### src/rtl/mcs4_rom_loader.sv
// Host-side ROM image loader: streams host bytes into the i4001 debug write port
// and holds the MCS-4 system in reset until the image is in place.
package mcs4;
    typedef logic [3:0] char_t;
    typedef logic [7:0] byte_t;
endpackage

module mcs4_rom_loader #(
    parameter int unsigned WR_GAP      = 0,
    parameter int unsigned RELEASE_CYC = 4,
    parameter bit          BOOT_HOLD   = 1'b1
) (
    input  logic              clk,
    input  logic              rst,
    input  logic              load_start,
    input  logic [11:0]       load_base,
    input  logic [12:0]       load_len,
    input  logic              load_abort,
    input  logic              s_valid,
    input  logic [7:0]        s_data,
    output logic              s_ready,
    output mcs4::char_t [2:0] dbg_addr,
    output mcs4::byte_t       dbg_wdata,
    output logic              dbg_wen,
    output logic              cpu_hold,
    output logic              busy,
    output logic              done,
    output logic              err,
    output logic [1:0]        dbg_state
);

    typedef enum logic [1:0] {
        S_IDLE    = 2'd0,
        S_LOAD    = 2'd1,
        S_GAP     = 2'd2,
        S_RELEASE = 2'd3
    } state_t;

    localparam logic [3:0] GAP_LOAD = (WR_GAP > 0) ? 4'(WR_GAP - 1) : 4'd0;
    localparam logic [7:0] REL_LOAD = 8'(RELEASE_CYC - 1);

    // Handshake: a byte moves when s_valid && s_ready at a rising edge; s_ready is
    // high only in LOAD, and a host byte offered while s_ready=0 stays with the host.
    state_t      r_state;
    logic [11:0] r_addr;
    logic [12:0] r_remaining;
    logic [3:0]  r_gap_cnt;
    logic [7:0]  r_rel_cnt;

    logic w_xfer;
    logic w_len_ok;
    logic w_last;

    assign s_ready   = (r_state == S_LOAD);
    assign busy      = (r_state != S_IDLE);
    assign dbg_state = r_state;
    assign w_xfer    = s_valid && s_ready;
    assign w_len_ok  = (load_len != 13'd0) && (load_len <= 13'd4096);
    assign w_last    = (r_remaining == 13'd1);

    always_ff @(posedge clk or negedge rst) begin
        if (!rst) begin
            r_state     <= S_IDLE;
            r_addr      <= '0;
            r_remaining <= '0;
            r_gap_cnt   <= '0;
            r_rel_cnt   <= '0;
            dbg_addr    <= '0;
            dbg_wdata   <= '0;
            dbg_wen     <= 1'b0;
            cpu_hold    <= BOOT_HOLD;
            done        <= 1'b0;
            err         <= 1'b0;
        end else begin
            dbg_wen <= 1'b0;
            done    <= 1'b0;
            err     <= 1'b0;
            case (r_state)
                S_IDLE: begin
                    if (load_start) begin
                        if (w_len_ok) begin
                            r_addr      <= load_base;
                            r_remaining <= load_len;
                            cpu_hold    <= 1'b1;
                            r_state     <= S_LOAD;
                        end else begin
                            err <= 1'b1;
                        end
                    end
                end
                S_LOAD: begin
                    if (load_start) err <= 1'b1;
                    if (w_xfer) begin
                        dbg_wen     <= 1'b1;
                        dbg_addr    <= r_addr;
                        dbg_wdata   <= s_data;
                        r_addr      <= r_addr + 12'd1;
                        r_remaining <= r_remaining - 13'd1;
                    end
                    // An abort still lets a byte accepted on the same edge be written.
                    if ((w_xfer && w_last) || load_abort) begin
                        r_rel_cnt <= REL_LOAD;
                        r_state   <= S_RELEASE;
                    end else if (w_xfer && (WR_GAP > 0)) begin
                        r_gap_cnt <= GAP_LOAD;
                        r_state   <= S_GAP;
                    end
                end
                S_GAP: begin
                    if (load_start) err <= 1'b1;
                    if (load_abort) begin
                        r_rel_cnt <= REL_LOAD;
                        r_state   <= S_RELEASE;
                    end else if (r_gap_cnt == 4'd0) begin
                        r_state <= S_LOAD;
                    end else begin
                        r_gap_cnt <= r_gap_cnt - 4'd1;
                    end
                end
                S_RELEASE: begin
                    if (load_start) err <= 1'b1;
                    if (r_rel_cnt == 8'd0) begin
                        cpu_hold <= 1'b0;
                        done     <= 1'b1;
                        r_state  <= S_IDLE;
                    end else begin
                        r_rel_cnt <= r_rel_cnt - 8'd1;
                    end
                end
                default: r_state <= S_IDLE;
            endcase
        end
    end

endmodule
### config.mk
export PLATFORM = sky130hd
export DESIGN_NAME = mcs4_rom_loader
export DESIGN_NICKNAME = d
export VERILOG_FILES = /design/src/rtl/mcs4_rom_loader.sv
export SDC_FILE = /design/constraint.sdc
export NUM_CORES = 1
export LEC_CHECK = 0
export CORE_MARGIN = 2
export CORE_UTILIZATION = 47
export CTS_CLUSTER_SIZE = 25
export DETAILED_ROUTE_END_ITERATION = 12
export GPL_TIMING_DRIVEN = 0
export PLACE_DENSITY = 0.79
export SYNTH_ARGS = -nofsm -noshare
export SYNTH_HDL_FRONTEND = slang
export SYNTH_SLANG_ARGS = --single-unit
export TNS_END_PERCENT = 100
### constraint.sdc
create_clock -name clk -period 1.9 [get_ports clk]
set_input_delay 0.475 -clock clk [delete_from_list [all_inputs] [get_ports clk]]
set_output_delay 0.475 -clock clk [all_outputs]
set_load 0.05 [all_outputs]
# ---- Word level (Yosys, flattened, before mapping)
# Cells that the tools add are included.
dict set report classes {
  n_eq_ne 12
  n_addsub 4
  magnitude_cmp 1
  mux 31
  n_bitwise 2
  n_reduce_logical 19
}
# op count
set op_table {}
lappend op_table {{$mux 13} 3}
lappend op_table {{$mux 12} 3}
lappend op_table {{$pmux 13 s2} 1}
lappend op_table {{$mux 8} 3}
lappend op_table {{$pmux 12 s2} 1}
lappend op_table {{$pmux 8 s3} 1}
lappend op_table {{$eq 13x1->1 const B} 1}
lappend op_table {{$le 13x13->1 const B} 1}
lappend op_table {{$reduce_bool 13->1} 1}
lappend op_table {{$sub 13x1->13 const B} 1}
lappend op_table {{$add 12x1->12 const B} 1}
lappend op_table {{$mux 2} 6}
lappend op_table {{$reduce_and 4->1} 3}
lappend op_table {{$mux 1} 10}
lappend op_table {{$ne 2x2->1 const B} 5}
lappend op_table {{$logic_not 8->1} 1}
lappend op_table {{$pmux 2 s4} 1}
lappend op_table {{$sub 8x1->8 const B} 1}
lappend op_table {{$reduce_bool 2->1} 3}
lappend op_table {{$reduce_and 5->1} 1}
lappend op_table {{$eq 2x2->1 const B} 2}
lappend op_table {{$logic_not 4->1} 1}
lappend op_table {{$ne 2x1->1 const B} 2}
lappend op_table {{$pmux 1 s2} 2}
lappend op_table {{11 further kinds} 14}
dict set report word_totals {
  word_cells 82
  reg_bits 63
  output_inout_bits 28
  inputBits 38
}

# ---- Depth between registers and ports, before layout
# Gate-level depths: netlist of run 1.
dict set report logic_depth {
  word_depth 6
  ltp_mapped 10
}

# ---- Worst setup path before layout of run 1
# OpenSTA, ideal clock, no wires.
dict set report synth_path {
  kind {flip-flop to output port}
  from {register r_state[1], in the netlist dbg_state[1]}
  to {output s_ready}
  stages_incl_launch_ff 7
  arrival_time_ps 1716
  path_slack_ps -291
  cell_sequence {dfrtp_1 buf_4 inv_2 nand2_2 inv_2 clkbuf_1 buf_2}
}
dict set report synth_between {
  elab_chain_len 1
}
# item line
set synth_rtl {}
lappend synth_rtl {{from (decl)} 44} ;# state_t r_state;
lappend synth_rtl {{from (signal assigned)} 63} ;# r_state <= S_IDLE;
lappend synth_rtl {{from (signal assigned)} 85} ;# r_state <= S_LOAD;
lappend synth_rtl {{from (signal assigned)} 103} ;# r_state <= S_RELEASE;
lappend synth_rtl {{$eq 2x1->1} 54} ;# assign s_ready = (r_state == S_LOAD);
lappend synth_rtl {{to (decl)} 21} ;# output logic s_ready,
# Every way passes these cells.

# ---- Worst setup path in the final report of run 1
dict set report layout_path {
  from {register r_state[1], in the netlist dbg_state[1]}
  to {register r_remaining[8]}
}
dict set report layout_between {
  elab_chain_len 4
  word_cells_on_any_way 9
}
# item line
set layout_rtl {}
lappend layout_rtl {{$eq 2x1->1} {54, 78}}
lappend layout_rtl {{$logic_and 1x1->1} 57} ;# assign w_xfer = s_valid && s_ready;
lappend layout_rtl {{$ne 2x1->1 (no source line)} n/a}
lappend layout_rtl {{$reduce_and 4->1 (no source line)} n/a}
lappend layout_rtl {{to (signal assigned)} 83} ;# r_remaining <= load_len;
lappend layout_rtl {{to (signal assigned)} 98} ;# r_remaining <= r_remaining - 13'd1;
lappend layout_rtl {{to (decl)} 46} ;# logic [12:0] r_remaining;
# Several ways; a longest one is shown, not always the timed one.
# A chain may end at the register's enable or synchronous reset.

==> results of run 1 <==
[routing by layer]
metal / track usage / up-vias / wire length [um]
met5: 0 / - / 0
met3: 0.0424 / 40 / 570
met2: 0.392 / 148 / 4710
met4: 0.151 / 0 / 435
met1: 0.327 / 1554 / 3970
li1: - / 1458 / -
[how the worst min path moves through the flow]
stage / startpoint / to / slack (ps) / cells after the start
2_1_floorplan: rst / dbg_addr[0] / 180 / 0
3_3_place_gp: dbg_addr[2] / dbg_addr[2] / 460 / 2
3_5_place_dp: dbg_addr[3] / dbg_addr[3] / 460 / 2
4_1_cts: rst / dbg_addr[4] / 230 / 1
5_1_grt: rst / dbg_addr[4] / 270 / 1
6_report: rst / dbg_addr[5] / 200 / 1
[cells in the mapped netlist, types with 3 or more instances]
cell type,number,area [sq um]
nor3_1,10,50.1
inv_1,11,41.3
dfrtp_1,62,1550
mux2_2,13,146
o22a_1,7,61.3
clkbuf_1,6,22.5
o21ai_1,21,105
a22oi_1,3,22.5
a21oi_2,4,35.0
nand2_1,39,146
nor4_1,5,31.3
o31ai_1,4,30.0
nor4_2,3,37.5
xnor2_1,3,26.3
a32oi_1,3,26.3
a21oi_1,26,130
buf_2,5,25.0
inv_2,3,11.3
nor2_1,35,131
o211ai_1,4,30.0
or4_1,3,22.5
o21ai_0,6,30.0
ha_1,6,75.1
and3_1,3,18.8
or3_1,7,43.8
nand3_1,6,30.0
a31oi_1,4,25.0
[sequential cells by signal, summed over array words and instances, names as in the netlist, 2 cells and up]
register and flops:
dbg_state 2, dbg_addr 12, r_addr 12, dbg_wdata 8, r_remaining 13, r_rel_cnt 8
r_gap_cnt 4
[final cells by class]
class	count	area, sq um
clock buffer	9	124
sequential	63	1580
buffer	13	145
fill	445	1940
tap	96	120
multi-input combinational	251	1850
clock inverter	7	48.8
inverter	14	70.1
timing repair buffer	95	916
[power by group through the flow]
stage          registers, uW  logic, uW  clock network (uW)
2_1_floorplan           3270       2080                   0
3_3_place_gp            2490       3980                   0
3_5_place_dp            2510       4090                   0
4_1_cts                 2530       4460                1050
5_1_grt                 2700       5370                1110
6_report                2620       5050                1040
[cell families after synthesis]
kind of cell | Yosys count | share of synthesized area
adder cells (fa/ha/maj) | 6 | 0.0228
flip-flops | 63 | 0.479
XOR/XNOR | 4 | 0.0106
AO/OA/AOI/OAI | 101 | 0.208
multiplexers | 15 | 0.0505
AND/OR/NAND/NOR | 125 | 0.188
buffers and inverters | 30 | 0.0417
[per-stage QoR]
| stage | setup TNS (ps) | instances | power (uW) |
|---|---|---|---|
| 4_1_cts | -751 | 534 | 8040 |
| 5_1_grt | -3010 | 548 | 9170 |
| 3_3_place_gp | -130470 | 505 | 6460 |
| 3_5_place_dp | -25050 | 505 | 6610 |
| 6_report | -1180 | 548 | 8710 |
| 2_1_floorplan | -183 | 344 | 5350 |
[what timing repair did]
action	CTS	global route
setup endpoints to repair	62	34
setup buffers	13	14
gates cloned	3	0
pin swaps	18	14
endpoints found under the hold margin	0	0
resized for setup	101	39
[worst max-delay path: cells and delay by family (launching register included)]
kind            cells  cell delay [ps]
compound gates      4              500
buf+inv             3              420
flops               1              430
simple gates        1              530
==> impl_metrics.py, run 1 <==
metrics = {
    "worst_setup_path": {
        "slowest_stage": "or4b_4",
        "arrival_ps": 2240,
        "critPathCaptureType": "flip-flop",
        "cp_cell_sequence": "buf_6 > or4b_4 > a31oi_4 > a211oi_4 > buf_6 > buf_8 > o21ai_2 > o21ai_1",
        "cp.required_ps": 2130,
        "worstSetupStartpoint": "dbg_state[1]",
        "crit_path_start_kind": "flip-flop",
        "rrSetupSlack_ps": -110,
        "rr_endpoint": "r_remaining[8]",
        "crit_fanout": 8,
        "crit_top_cell": "buf_6",
        "path_class": "reg -> reg",
        "reg2regPathDepth": 8,
        "critPathMaxStageDelay_ps": 530,
        "r2r_start": "dbg_state[1]",
        "endpoint": "r_remaining[8]",
    },
    "global_routing": {
        "grt_start_max_net_pins": 64,
        "antenna_found_initial": 0,
        "grt_pass1_vias": 3081,
        "grt_overflow_total": 0,
        "track_usage": 0.251,
        "grt_pass1_wl_mm": 14.9,
    },
    "yosys": {
        "yosysWarningCount": 0,
        "seq_area_frac_synth": 0.479,
        "synthArstFlopShare": 1.00,
        "syn_area_sq_um": 3300,
        "ys_types": 59,
        "syn_avg_cell_area_sq_um": 9.58,
        "synth-edff-count": 0,
        "netlist_instances": 344,
        "synth_seq_cells": 63,
        "synthesis.nets": 388,
        "synth_ff_type": "dfrtp_1",
    },
    "timing": {
        "tightest_slew_ps": 793,
        "timing.hold.ws_ps": 202,
        "hold_violations": 0,
        "setup_ws_ps": -113,
        "drv_slew": 0,
        "setup_violations": 26,
        "fin_crit_ps": 2010,
        "rsz0062_at_grt": "yes",
        "fin_skew_ps": 5.20,
        "max_freq_ghz": 0.497,
        "max_slew_margin": 0.471,
        "timing.final.crit_share": 1.06,
    },
    "clock_tree": {
        "cts_made_buffers": 9,
        "clock-sinks": 63,
        "clk-insertion-delay-late_ps": 350,
        "cts_tree": "done",
        "clk_pin_slew_ps": 70,
        "cts_buffer_depth": 2,
        "htreeDepth": 3,
        "cts_root_buffer": "clkbuf_8",
        "hold_buffers": 0,
    },
    "power": {
        "power_switching_uw": 4180,
        "leakagePower_uw": 0.00211,
        "p_per_area_nw_per_um2": 1790,
        "pwr-share-comb": 0.580,
        "ir_drop_v": 0.000661,
        "internal_power_uw": 4530,
        "pwr-share-clk": 0.119,
        "power.share.sequential": 0.300,
        "switching_share": 0.480,
    },
    "outcome": {
        "status": "complete, but fails checks",
        "violations": "setup timing",
    },
    "layout": {
        "nNetsFinal": 491,
        "post-route-util": 0.715,
        "antenna_cells": 0,
        "layout_common_cells": "dfrtp_1 (57), dlygate4sd2_1 (38), nand2_1 (37), nor2_1 (34), buf_4 (24)",
        "area_growth_pct": 47.3,
        "final_common_cell": "dfrtp_1",
        "final_area_sq_um": 4860,
        "drive_above_1_share": 0.296,
    },
    "run": {
        "maxCapViolCount": 0,
    },
    "routing": {
        "drtIter0Drc": 176,
        "drt-wirelength-per-cell_um": 17.7,
        "wl_mm": 9.69,
        "ant_nets": 0,
        "drc": 0,
        "drt_first_pass_iters": 4,
        "via_per_inst": 5.84,
        "vias": 3200,
    },
    "die": {
        "die_h_um": 87.8,
        "boundaryPins": 66,
        "rows": 30,
        "coreArea_sq_um": 6790,
        "die-width_um": 87.8,
        "die-area_sq_um": 7700,
        "start_util": 0.485,
    },
    "place": {
        "io_buffer_count": 65,
        "dpl_cell_area_sq_um": 4110,
        "dp_hpwl_mm": 6.01,
        "place_ws_ps": -873,
        "gp_congestion": 0.910,
    },
    "worst_hold_path": {
        "hold_path_class": "in -> async",
    },
}
(Power assumes the default switching activity.)
==> run 2: changes to the inputs <==
CORE_MARGIN = 3   (was 2)
CORE_UTILIZATION = 44   (was 47)
PLACE_DENSITY = 0.75   (was 0.79)
==> run 2 against run 1 <==
Net effect:
- the flow still finishes with violations (setup timing)
- routed wire length fell by 3.0%
- total power fell by 0.20%
- sequential cell count is the same
- clock power is 22% higher
- clock skew grew 5.4 ps
- via count decreased by 0.94%
- die area is 11% higher
- maximum frequency is 2.4% higher
- non-clock buffer count is the same
- largest power group unchanged
- core utilization decreased by 2.8 points
- critical path type is now reg -> out
- sequential power is essentially flat
- global-route usage fell by 3.4 points
==> impl_metrics.py, run 2 (same netlist as run 1, synthesis figures left out) <==
metrics = {
    "clock_tree": {
        "clock-sinks": 63,
        "hold_buffers": 0,
        "clk_pin_slew_ps": 70,
        "cts_root_buffer": "clkbuf_8",
        "clk-insertion-delay-late_ps": 350,
        "cts_buffer_depth": 2,
        "cts_tree": "done",
        "cts_made_buffers": 9,
        "htreeDepth": 3,
    },
    "die": {
        "start_util": 0.470,
        "rows": 30,
        "die-width_um": 92.6,
        "coreArea_sq_um": 7020,
        "die_h_um": 92.6,
        "boundaryPins": 66,
        "die-area_sq_um": 8570,
    },
    "routing": {
        "drc": 0,
        "wl_mm": 9.39,
        "drtIter0Drc": 198,
        "via_per_inst": 5.78,
        "ant_nets": 0,
        "drt-wirelength-per-cell_um": 17.1,
        "vias": 3170,
        "drt_first_pass_iters": 5,
    },
    "worst_setup_path": {
        "cp.required_ps": 1420,
        "rr_endpoint": "r_remaining[11]",
        "path_class": "reg -> out",
        "arrival_ps": 1490,
        "crit_fanout": 6,
        "r2r_start": "r_remaining[3]",
        "critPathCaptureType": "output pin",
        "reg2regPathDepth": 4,
        "crit_path_start_kind": "flip-flop",
        "rrSetupSlack_ps": -60,
    },
    "layout": {
        "nFillCells": 536,
        "multiInputGateArea_sq_um": 1880,
        "largest_reg_flops": 13,
        "area.sequential_sq_um": 1590,
        "nNetsFinal": 492,
        "antenna_cells": 0,
        "final_common_cell": "dfrtp_1",
        "area_growth_pct": 46.1,
        "top_register": "r_remaining",
        "top_regs": "r_remaining: 13 flops, dbg_addr: 12 flops, r_addr: 12 flops",
        "fin_cells": 548,
        "drive_above_1_share": 0.334,
        "layout_common_cells": "dfrtp_1 (51), nand2_1 (38), nor2_1 (34), dlygate4sd2_1 (30), buf_4 (28)",
    },
    "global_routing": {
        "grt_overflow_total": 0,
        "grt_pass1_vias": 2948,
        "antenna_found_initial": 0,
        "grt_start_max_net_pins": 64,
        "grt_pass1_wl_mm": 14.7,
        "track_usage": 0.217,
    },
    "timing": {
        "timing.final.crit_share": 1.03,
        "tightest_slew_ps": 813,
        "hold_violations": 0,
        "rsz0062_at_grt": "yes",
        "setup_violations": 4,
        "fin_skew_ps": 10.6,
        "max_slew_margin": 0.458,
        "max_freq_ghz": 0.509,
        "drv_slew": 0,
        "setup_ws_ps": -66.3,
        "timing.hold.ws_ps": 205,
        "setup_tns_ps": -185,
        "fin_crit_ps": 1970,
    },
    "run": {
        "maxCapViolCount": 0,
    },
    "power": {
        "leakagePower_uw": 0.00208,
        "p_per_area_nw_per_um2": 1800,
        "ir_drop_v": 0.000862,
        "total_power_uw": 8690,
    },
    "outcome": {
        "violations": "setup timing",
        "status": "complete, but fails checks",
    },
    "place": {
        "dp.cells": 505,
        "place_ws_ps": -898,
        "io_buffer_count": 65,
        "dp_hpwl_mm": 6.07,
        "gp_congestion": 0.910,
    },
    "worst_hold_path": {
        "hold_path_class": "in -> async",
    },
}
## run 2: how the worst max path moves through the flow
stage / from / endpoint / slack (ps)
floorplan: dbg_state[0] / r_remaining[1] / -20
detailed placement: dbg_state[1] / s_ready / -900
finish: dbg_state[1] / s_ready / -70
global route: dbg_state[1] / r_rel_cnt[6] / -120
CTS: dbg_state[1] / s_ready / -190
global placement: rst / dbg_state[1] / -1990
## run 2: timing repair
action | in CTS | in global routing
pin swaps | 22 | 27
endpoints found under the setup margin | 62 | 34
gates cloned | 4 | 0
buffers inserted | 5 | 22
gates resized for setup | 93 | 63
## run 2: per-stage QoR
stage / instance area (sq um) / util
after floorplan: 3350 / -
after global placement: 4120 / 0.586
after detailed placement: 4110 / 0.586
after CTS: 4510 / 0.642
after global routing: 4820 / 0.686
final: 4820 / 0.686
## run 2: power by group
group          internal [uW]  total, uW  leakage (uW)  switching [uW]
registers               1990       2630      0.000750             644
logic                   1910       4790       0.00122            2880
clock network            728       1270      0.000105             542
total                   4620       8690       0.00208            4070
## run 2: cell type report
class | count | area share
tap | 96 | 0.0249
timing repair buffer | 95 | 0.169
clock inverter | 6 | 0.0179
sequential | 63 | 0.330
clock buffer | 9 | 0.0257
buffer | 13 | 0.0262
multi-input combinational | 252 | 0.391
inverter | 14 | 0.0151
## run 2: layer usage
metal,part of all wire,vias to the layer above,track usage
met1,0.43,1560,0.288
met4,0.010,0,0.0569
li1,-,1460,-
met5,0,-,0
met3,0.070,15,0.0617
met2,0.49,135,0.349
## run 2: critical path: stages, from the launching register on
cell and delay, ps:
dfrtp_2 430, buf_8 150, inv_8 60, nand2_8 60
inv_8 70, clkbuf_16 140, buf_12 100, buf_12 120
